### src/rtl/mem_a_pkg.sv
// Shared constants and types for the skewed row memory (mem_a) and its companions.
package mem_a_pkg;

  localparam int unsigned BITS_AB_DEF = 8;
  localparam int unsigned DIM_DEF     = 8;

  typedef logic signed [BITS_AB_DEF-1:0] elem_t;

  // Per-row operation selected each cycle; load takes priority over shift.
  typedef enum logic [1:0] {
    ROW_HOLD  = 2'd0,
    ROW_SHIFT = 2'd1,
    ROW_LOAD  = 2'd2
  } row_op_e;

endpackage

### src/rtl/mem_a_row.sv
// One skewed shift row: ROW leading zeros, DIM data entries, head at index 0.
module mem_a_row
  import mem_a_pkg::*;
#(
  parameter int unsigned BITS_AB = BITS_AB_DEF,
  parameter int unsigned DIM     = DIM_DEF,
  parameter int unsigned ROW     = 0
) (
  input  logic                      clk,
  input  logic                      rst,
  input  row_op_e                   op,
  input  logic signed [BITS_AB-1:0] din  [DIM-1:0],
  output logic signed [BITS_AB-1:0] head
);

  localparam int unsigned DEPTH = DIM + ROW;

  logic signed [BITS_AB-1:0] ent_q [DEPTH];
  logic signed [BITS_AB-1:0] ent_d [DEPTH];

  always_comb begin
    ent_d = ent_q;
    unique case (op)
      ROW_LOAD: begin
        ent_d = '{default: '0};
        for (int unsigned j = 0; j < DIM; j++) begin
          ent_d[ROW + j] = din[j];
        end
      end
      ROW_SHIFT: begin
        for (int unsigned k = 0; k < DEPTH - 1; k++) begin
          ent_d[k] = ent_q[k + 1];
        end
        ent_d[DEPTH - 1] = '0;
      end
      default: ;
    endcase
  end

  always_ff @(posedge clk or posedge rst) begin
    if (rst) begin
      ent_q <= '{default: '0};
    end else begin
      ent_q <= ent_d;
    end
  end

  assign head = ent_q[0];

endmodule

### src/rtl/mem_a.sv
// Skewed operand memory: DIM rows of increasing depth, each presenting its head element on Aout.
module mem_a
  import mem_a_pkg::*;
#(
  parameter int unsigned BITS_AB = BITS_AB_DEF,
  parameter int unsigned DIM     = DIM_DEF
) (
  input  logic                      clk,
  input  logic                      rst_n,
  input  logic                      en,
  input  logic                      WrEn,
  input  logic signed [BITS_AB-1:0] Ain  [DIM-1:0],
  input  logic [$clog2(DIM)-1:0]    Arow,
  output logic signed [BITS_AB-1:0] Aout [DIM-1:0]
);

  for (genvar i = 0; i < DIM; i++) begin : g_row
    logic    wr;
    row_op_e op;

    // Out-of-range Arow (non power-of-two DIM) matches no row and is dropped.
    always_comb begin
      wr = WrEn && (32'(Arow) == 32'(i));
      op = ROW_HOLD;
      if (wr) begin
        op = ROW_LOAD;
      end else if (en) begin
        op = ROW_SHIFT;
      end
    end

    mem_a_row #(
      .BITS_AB (BITS_AB),
      .DIM     (DIM),
      .ROW     (i)
    ) u_row (
      .clk  (clk),
      .rst  (rst_n),
      .op   (op),
      .din  (Ain),
      .head (Aout[i])
    );
  end

endmodule

### config.mk
export PLATFORM = sky130hd
export DESIGN_NAME = mem_a
export DESIGN_NICKNAME = d
export VERILOG_FILES = /design/src/rtl/mem_a_pkg.sv /design/src/rtl/mem_a_row.sv /design/src/rtl/mem_a.sv
export SDC_FILE = /design/constraint.sdc
export NUM_CORES = 1
export LEC_CHECK = 0
export CORE_MARGIN = 2
export CORE_UTILIZATION = 50
export DETAILED_ROUTE_END_ITERATION = 16
export PLACE_DENSITY = 0.7
export REMOVE_ABC_BUFFERS = 1
export SETUP_SLACK_MARGIN = 0.1
export SLEW_MARGIN = 30
export SYNTH_ARGS = -nofsm -noshare
export SYNTH_HDL_FRONTEND = slang
export SYNTH_SLANG_ARGS = --single-unit
### constraint.sdc
create_clock -name clk -period 27.5 [get_ports clk]
set_input_delay 5.5 -clock clk [delete_from_list [all_inputs] [get_ports clk]]
set_output_delay 5.5 -clock clk [all_outputs]
set_load 0.02 [all_outputs]
==> impl_metrics.env, run 1 <==
export IMPL_dpl_worst_slack_ns=17.70
export IMPL_gp_congestion=0.713
export IMPL_wl_mm=64.1
export IMPL_htreeDepth=3
export IMPL_synth_edf_count=0
export IMPL_ant_nets=0
export IMPL_slew_headroom_pct=35.4
export IMPL_grtUsageTotal_pct=18.5
export IMPL_drc=0
export IMPL_post_cts_buffers=0
export IMPL_cts_tree="yes"
export IMPL_grt_pass1_wl_mm=106
export IMPL_yosysWarnings=0
export IMPL_cp_start_kind="primary input"
export IMPL_leakage_nw=18.9
export IMPL_fin_cells=3407
export IMPL_finalCritPeriodShare_pct=32.3
export IMPL_syn_inst=2455
export IMPL_layout_setup_ws_ns=18.61
export IMPL_hp_class="flop to flop"
export IMPL_num_fill_cells=5366
export IMPL_cts_buffers=78
export IMPL_dieArea_sq_um=71000
export IMPL_setup_viol=0
export IMPL_clockRootBuffer="clkbuf_16"
export IMPL_start_util_pct=50.4
export IMPL_tightest_slew_ns=0.970
export IMPL_synthArstFlopShare_pct=100
export IMPL_cp_end_kind="flop"
export IMPL_synth_top_flop_cell="dfrtp_1"
export IMPL_fp_dieH_um=266
export IMPL_die_w_um=266
export IMPL_io_buffers=134
export IMPL_tns_ns=0
export IMPL_arrival_ns=9.39
export IMPL_grt_pass1_vias=19700
export IMPL_clock_latency_ns=0.61
export IMPL_p_total_w=0.00303
export IMPL_dr_total_vias=18300
export IMPL_synth_top_area_cell="dfrtp_1"
export IMPL_fin_nets=2538
export IMPL_max_cap_violations=0
export IMPL_syn_area_sq_um=34400
export IMPL_finalHoldViolations=0
export IMPL_cp_data_required_time_ns=28.00
export IMPL_worstPathMaxFanout=87
export IMPL_synth_seq_cells=736
export IMPL_dpl_hpwl_mm=38.7
export IMPL_cts_hold_buf=0
export IMPL_grt_start_max_net_pins=169
export IMPL_skew_ns=0.0141
export IMPL_cts_sinks=736
export IMPL_synth_most_common_cell="mux2_2"
export IMPL_synth_common_cells="mux2_2, dfrtp_1, mux2i_1, nor2_1, buf_2"
export IMPL_drive_gt1_share_pct=44.2
export IMPL_place_inst=3268
export IMPL_syn2layout_area_growth_pct=11.8
export IMPL_final_max_slew_viol_count=0
export IMPL_status="finished, final reports clean"
export IMPL_max_freq_mhz=112
export IMPL_grt_antenna_before_repair=0
export IMPL_core_area_sq_um=68300
export IMPL_drt_initial_drc_count=954
export IMPL_peakVddDrop_mv=0.0423
export IMPL_critPathKind="primary input to flop"
export IMPL_rsz0062_at_grt="false"
export IMPL_drt_pre_antenna_iters=4
export IMPL_ys_top_cells_by_area="dfrtp_1, mux2_2, mux2i_1"
export IMPL_seq_area_frac_synth_pct=53.5
export IMPL_rows=96
export IMPL_grt_ovfl_total=0
export IMPL_path_clk_slew_ns=0.06
export IMPL_p_per_area_nw_per_um2=78.6
export IMPL_wire_per_inst_um=18.8
export IMPL_cts_buffer_depth=3
export IMPL_synth_top_cell_area_share_pct=53.5
export IMPL_avgSynthCellArea_sq_um=14.0
export IMPL_synth_distinct_cells=21
export IMPL_via_per_inst=5.39
export IMPL_fin_util_pct=56.3
export IMPL_post_cts_resized=0
export IMPL_layout_min_cycle_time_ns=8.89
export IMPL_ios=135
## routing by layer
layer,track usage (%),up-vias,part of all wire [%]
li1,-,8592,-
met1,25.3,9479,47
met2,30.7,200,49
met3,2.77,78,2.9
met4,5.18,0,1.7
met5,0,-,0
## cell type report
| class | instances | area [sq um] | area share [%] |
|---|---|---|---|
| clock buffers | 119 | 2330 | 6.05 |
| clock inverters | 18 | 186 | 0.484 |
| diodes | 1 | 2.50 | 0.00650 |
| inverters | 1 | 11.3 | 0.0292 |
| multi-input cells | 1487 | 14800 | 38.4 |
| well taps | 882 | 1100 | 2.87 |
| repair buffers | 163 | 1670 | 4.35 |
| flip-flops and latches | 736 | 18400 | 47.8 |
## kinds of logic (layout without fill, tap and decap cells)
kind of cell           Yosys count  after routing  share of synthesized area (%)
multiplexers                  1184           1184                           38.6
flip-flops                     736            736                           53.5
AND/OR/NAND/NOR                303            303                           4.05
buffers and inverters          232            301                           3.92
other                            0              1                              0
## per-stage QoR
stage | hold slack, ns | area (sq um)
after floorplan | 0.486 | 33100
after global placement | 0.499 | 35900
after detailed placement | 0.506 | 35900
after CTS | 0.521 | 38400
after global routing | 0.535 | 38500
final | 0.516 | 38500
## final timing paths
path                            depth (start not counted)                        to  slack, ns                     start
worst min register to register                          2  g_row[7].u_row.ent_q[71]       0.52  g_row[7].u_row.ent_q[63]
min in group asynchronous                               2  g_row[0].u_row.ent_q[14]       5.39                     rst_n
worst min-delay path                                    2  g_row[7].u_row.ent_q[71]       0.52  g_row[7].u_row.ent_q[63]
worst max register to register                          2  g_row[3].u_row.ent_q[61]      26.45  g_row[3].u_row.ent_q[61]
worst max-delay path                                    7  g_row[2].u_row.ent_q[55]      18.61                        en
max in group asynchronous                               4    g_row[4].u_row.head[6]      20.10                     rst_n
## power by group
group	total, W	leakage (nW)	internal (W)	switching [W]
Sequential	0.00145	9.64	0.00131	0.000131
Clock	0.00103	1.24	0.000612	0.000417
Combinational	0.000554	8.07	0.000327	0.000227
Total	0.00303	18.9	0.00225	0.000775
## layout by cell type, fill, tap and decap left out, types with 13 or more instances in the layout
| master | Yosys | final |
|---|---|---|
| mux2_2 | 900 | 900 |
| dfrtp_1 | 736 | 736 |
| mux2i_1 | 224 | 224 |
| nor2_1 | 224 | 224 |
| clkdlybuf4s50_1 | 0 | 133 |
| clkbuf_16 | 0 | 82 |
| nor2b_1 | 64 | 64 |
| mux2_4 | 60 | 60 |
| clkbuf_1 | 28 | 23 |
| clkbuf_8 | 0 | 14 |
| buf_4 | 65 | 13 |
## flip-flops by register name, summed over array words and instances, names as in the netlist
register	flops
g_row.u_row.ent_q	672
g_row.u_row.head	64
## worst max-delay path, cell delays in order
cell	delay, ns
buf_8	0.32
buf_16	0.40
buf_4	0.80
buf_6	0.62
buf_4	0.81
mux2_2	0.41
mux2_2	0.26
Power figures use the tool's default switching activity.
==> run 2: changes to the inputs <==
clock period = 8 ns   (was 27.5 ns; I/O delays follow)
==> run 2 against run 1 <==
Non-clock buffer count down 4; routed wire length fell by 0.35%; die area stayed put; clock power rose to 3.6 times the previous value; largest cell class unchanged; core utilization increased by 0.26 points; register-to-register slack got worse by 20 ns; power rose to 3.5 times the previous value.
==> impl_metrics.env, run 2 (synthesis results as in run 1) <==
export IMPL_rows=96
export IMPL_final_cell_area_sq_um=38700
export IMPL_cp_buffers_inverters=2
export IMPL_cts_tree="yes"
export IMPL_crit_slowest_cell="clkdlybuf4s50_1"
export IMPL_drc=0
export IMPL_p_clk_share_pct=34.8
export IMPL_clock_latency_ns=0.60
export IMPL_internal_power_w=0.00787
export IMPL_slew_headroom_pct=32.2
export IMPL_cp_data_required_time_ns=8.47
export IMPL_power_switching_w=0.00267
export IMPL_worstPathMaxFanout=33
export IMPL_cpPeakStageDelay_ns=0.94
export IMPL_leakage_nw=19.0
export IMPL_fin_nets=2535
export IMPL_diodes=0
export IMPL_fp_dieH_um=266
export IMPL_largest_register_ffs=672
export IMPL_grt_start_max_net_pins=192
export IMPL_skew_ns=0.0162
export IMPL_grtUsageTotal_pct=18.6
export IMPL_setup_viol=0
export IMPL_cts_hold_buf=0
export IMPL_swShare_pct=25.3
export IMPL_io_buffers=134
export IMPL_rsz0062_at_grt="false"
export IMPL_drt_pre_antenna_iters=4
export IMPL_path_cells="clkdlybuf4s50_1 > nand4bb_4 > buf_4 > mux2_2"
export IMPL_top_register="g_row.u_row.ent_q"
export IMPL_start_util_pct=50.4
export IMPL_drive_gt1_share_pct=44.5
export IMPL_path_clk_slew_ns=0.05
export IMPL_via_per_inst=5.38
export IMPL_core_area_sq_um=68300
export IMPL_fin_util_pct=56.6
export IMPL_p_total_w=0.0105
export IMPL_final_common_cell="mux2_2"
export IMPL_dpl_hpwl_mm=37.7
export IMPL_critPathKind="primary input to flop"
export IMPL_clockRootBuffer="clkbuf_16"
export IMPL_cts_buffers=79
export IMPL_post_cts_resized=0
export IMPL_combPwrFrac_pct=18.1
export IMPL_p_seq_share_pct=47.1
export IMPL_final_max_slew_viol_count=0
export IMPL_post_cts_buffers=0
export IMPL_tightest_slew_ns=1.02
export IMPL_cp_end_kind="flop"
export IMPL_cts_buffer_depth=3
export IMPL_place_inst=3262
export IMPL_grt_pass1_wl_mm=106
export IMPL_max_freq_mhz=264
export IMPL_path_delay_family="buffers and inverters"
export IMPL_dieArea_sq_um=71000
export IMPL_cp_start_kind="primary input"
export IMPL_finalHoldViolations=0
export IMPL_status="finished, final reports clean"
export IMPL_p_per_area_nw_per_um2=272
export IMPL_finalCritPeriodShare_pct=47.4
export IMPL_cts_sinks=736
export IMPL_drt_initial_drc_count=1077
export IMPL_die_w_um=266
export IMPL_layout_min_cycle_time_ns=3.79
export IMPL_wire_per_inst_um=18.7
export IMPL_peakVddDrop_mv=0.185
export IMPL_gp_congestion=0.713
export IMPL_layout_common_cells="mux2_2, dfrtp_1, mux2i_1, nor2_1, clkdlybuf4s50_1"
export IMPL_htreeDepth=3
export IMPL_dr_total_vias=18400
export IMPL_ant_nets=0
export IMPL_placed_area_sq_um=35900
export IMPL_wl_mm=63.9
export IMPL_max_cap_violations=0
export IMPL_ios=135
export IMPL_grt_ovfl_total=0
export IMPL_fin_cells=3411
export IMPL_hp_class="flop to flop"
export IMPL_syn2layout_area_growth_pct=12.3
export IMPL_arrival_ns=4.26
export IMPL_tns_ns=0
export IMPL_grt_antenna_before_repair=0
export IMPL_grt_pass1_vias=19700
[run 2: worst paths after layout]
kind,from,to,slack (ns),cells past startpoint
worst max-delay path,WrEn,g_row[2].u_row.ent_q[7],4.21,4
worst min-delay path,g_row[6].u_row.ent_q[67],g_row[6].u_row.ent_q[75],0.52,2
worst max register to register,g_row[0].u_row.head[6],g_row[0].u_row.head[6],6.93,2
worst min register to register,g_row[6].u_row.ent_q[67],g_row[6].u_row.ent_q[75],0.52,2
max in group asynchronous,rst_n,g_row[2].u_row.ent_q[4],4.95,4
min in group asynchronous,rst_n,g_row[1].u_row.ent_q[6],1.55,2
[run 2: per-layer routing]
| metal | global-route usage [%] | part of all wire, % |
|---|---|---|
| met4 | 4.66 | 2.1 |
| met5 | 0 | 0 |
| met2 | 31.3 | 49 |
| met3 | 3.20 | 3.5 |
| met1 | 25.1 | 45 |
[run 2: per-stage QoR]
| step | setup slack, ns | hold slack (ns) |
|---|---|---|
| 6_report | 4.21 | 0.517 |
| 5_1_grt | 4.13 | 0.539 |
| 4_1_cts | 4.23 | 0.524 |
| 3_5_place_dp | 3.57 | 0.510 |
| 3_3_place_gp | 3.72 | 0.499 |
| 2_1_floorplan | -14.25 | 0.486 |
[run 2: final cells by class]
| type | count | area, sq um |
|---|---|---|
| Fill cell | 5427 | 29700 |
| Sequential cell | 736 | 18400 |
| Multi-Input combinational cell | 1487 | 14800 |
| Clock buffer | 123 | 2440 |
| Timing Repair Buffer | 159 | 1690 |
| Tap cell | 882 | 1100 |
| Clock inverter | 23 | 239 |
| Inverter | 1 | 11.3 |
[run 2: power by group through the flow]
stage               clock [W]  combinational, W  sequential, W
finish                0.00367           0.00191        0.00496
floorplan                   0           0.00126        0.00500
CTS                   0.00378           0.00194        0.00496
detailed placement          0           0.00193        0.00502
global placement            0           0.00185        0.00499
global route          0.00394           0.00212        0.00506
[run 2: worst min-delay path, stage by stage, from the launching register on]
cell and delay [ns]:
dfrtp_1 0.34, mux2i_1 0.07, nor2_1 0.08
==> run 3: changes to the inputs <==
clock period = 3.2 ns   (was 8 ns; I/O delays follow)
==> run 3 against run 2 <==
Register-to-register slack lost 4.8 ns; setup slack lost 3.4 ns; sequential power grew to 2.5 times the previous value; clock-buffer cell count shrank 5; sequential share of layout area shrank 0.55 points; worst hold slack lost 0.0030 ns; non-clock buffer count grew 56; via count grew 2.3%; die area is the same; critical path depth shrank 3.
==> impl_metrics.env, run 3 (synthesis results as in run 1) <==
export IMPL_io_buffers=134
export IMPL_ant_nets=0
export IMPL_fp_dieH_um=266
export IMPL_grtUsageTotal_pct=19.3
export IMPL_post_cts_buffers=0
export IMPL_worstPathMaxFanout=2
export IMPL_cts_hold_buf=0
export IMPL_cp_start_kind="flop"
export IMPL_cts_buffers=77
export IMPL_final_cell_area_sq_um=39100
export IMPL_grt_antenna_before_repair=2
export IMPL_internal_power_w=0.0191
export IMPL_htreeDepth=3
export IMPL_clock_latency_ns=0.61
export IMPL_cp_data_required_time_ns=2.56
export IMPL_path_cells="clkdlybuf4s50_1"
export IMPL_tightest_slew_ns=0.568
export IMPL_p_seq_share_pct=48.1
export IMPL_p_clk_share_pct=33.1
export IMPL_drt_initial_drc_count=1018
export IMPL_finalCritPeriodShare_pct=73.2
export IMPL_grt_pass1_wl_mm=110
export IMPL_die_w_um=266
export IMPL_critPathKind="flop to output port"
export IMPL_cts_buffer_depth=3
export IMPL_slew_headroom_pct=62.2
export IMPL_swShare_pct=25.9
export IMPL_layout_common_cells="mux2_2, dfrtp_1, mux2i_1, nor2_1, clkdlybuf4s50_1"
export IMPL_drc=0
export IMPL_syn2layout_area_growth_pct=13.6
export IMPL_dieArea_sq_um=71000
export IMPL_arrival_ns=1.70
export IMPL_leakage_nw=19.3
export IMPL_max_cap_violations=0
export IMPL_finalHoldViolations=0
export IMPL_drt_pre_antenna_iters=6
export IMPL_largest_register_ffs=672
export IMPL_rsz0062_at_grt="false"
export IMPL_cpPeakStageDelay_ns=0.65
export IMPL_cp_end_kind="output port"
export IMPL_grt_pass1_vias=20300
export IMPL_max_freq_mhz=427
export IMPL_path_clk_slew_ns=0.06
export IMPL_drive_gt1_share_pct=45.4
export IMPL_gp_congestion=0.711
export IMPL_hp_class="primary input to asynchronous set/reset pin"
export IMPL_final_common_cell="mux2_2"
export IMPL_dpl_hpwl_mm=41.1
export IMPL_skew_ns=0.0181
export IMPL_post_cts_resized=0
export IMPL_start_util_pct=50.4
export IMPL_tns_ns=0
export IMPL_wl_mm=66.4
export IMPL_p_per_area_nw_per_um2=661
export IMPL_ios=135
export IMPL_cp_buffers_inverters=1
export IMPL_peakVddDrop_mv=0.467
export IMPL_fin_nets=2589
export IMPL_wire_per_inst_um=19.2
export IMPL_power_switching_w=0.00670
export IMPL_combPwrFrac_pct=18.8
export IMPL_grt_start_max_net_pins=89
export IMPL_top_register="g_row.u_row.ent_q"
export IMPL_final_max_slew_viol_count=0
export IMPL_status="finished, final reports clean"
export IMPL_cts_tree="yes"
export IMPL_via_per_inst=5.44
export IMPL_core_area_sq_um=68300
export IMPL_rows=96
export IMPL_crit_slowest_cell="clkdlybuf4s50_1"
export IMPL_clockRootBuffer="clkbuf_16"
export IMPL_dr_total_vias=18800
export IMPL_setup_viol=0
export IMPL_grt_ovfl_total=0
export IMPL_layout_min_cycle_time_ns=2.34
export IMPL_path_delay_family="buffers and inverters"
export IMPL_cts_sinks=736
export IMPL_placed_area_sq_um=36700
[run 3: worst paths after layout]
kind | startpoint | depth (start not counted) | slack [ns] | endpoint
max | g_row[6].u_row.head[0] | 1 | 0.86 | Aout[48]
min | rst_n | 2 | 0.51 | g_row[4].u_row.ent_q[6]
max reg2reg | g_row[0].u_row.head[3] | 2 | 2.12 | g_row[0].u_row.head[3]
min reg2reg | g_row[7].u_row.ent_q[56] | 2 | 0.52 | g_row[7].u_row.ent_q[64]
max in group asynchronous | rst_n | 3 | 1.85 | g_row[1].u_row.ent_q[9]
min in group clk | g_row[7].u_row.ent_q[56] | 2 | 0.52 | g_row[7].u_row.ent_q[64]
[run 3: area by class of cell]
class,instances,area (sq um)
Timing Repair Buffer,215,2390
Tap cell,882,1100
Fill cell,5379,29200
Clock buffer,118,2310
Inverter,1,11.3
Multi-Input combinational cell,1487,14800
Antenna cell,1,2.50
Sequential cell,736,18400
Clock inverter,16,115
[run 3: stage by stage]
stage / cells / util, % / setup slack [ns] / total power (W) / hold slack, ns
6_report: 3456 / 57.2 / 0.858 / 0.0258 / 0.514
3_3_place_gp: 3321 / 53.7 / 0.559 / 0.0172 / 0.499
3_5_place_dp: 3321 / 53.7 / 0.486 / 0.0175 / 0.505
5_1_grt: 3455 / 57.2 / 0.798 / 0.0273 / 0.535
4_1_cts: 3455 / 57.2 / 0.808 / 0.0262 / 0.495
2_1_floorplan: 2224 / - / -18.09 / 0.0157 / 0.486
[run 3: power groups by stage]
stage	clock network (W)	logic (W)	registers [W]
floorplan	0	0.00316	0.0125
global placement	0	0.00469	0.0125
detailed placement	0	0.00491	0.0126
CTS	0.00882	0.00494	0.0125
global route	0.00924	0.00535	0.0127
finish	0.00856	0.00486	0.0124
[run 3: per-layer routing]
metal / wire [um] / up-vias / track usage (%)
li1: - / 8714 / -
met1: 30500 / 9772 / 26.4
met2: 32800 / 221 / 32.2
met3: 1970 / 80 / 2.66
met4: 1130 / 0 / 5.34
met5: 0 / - / 0
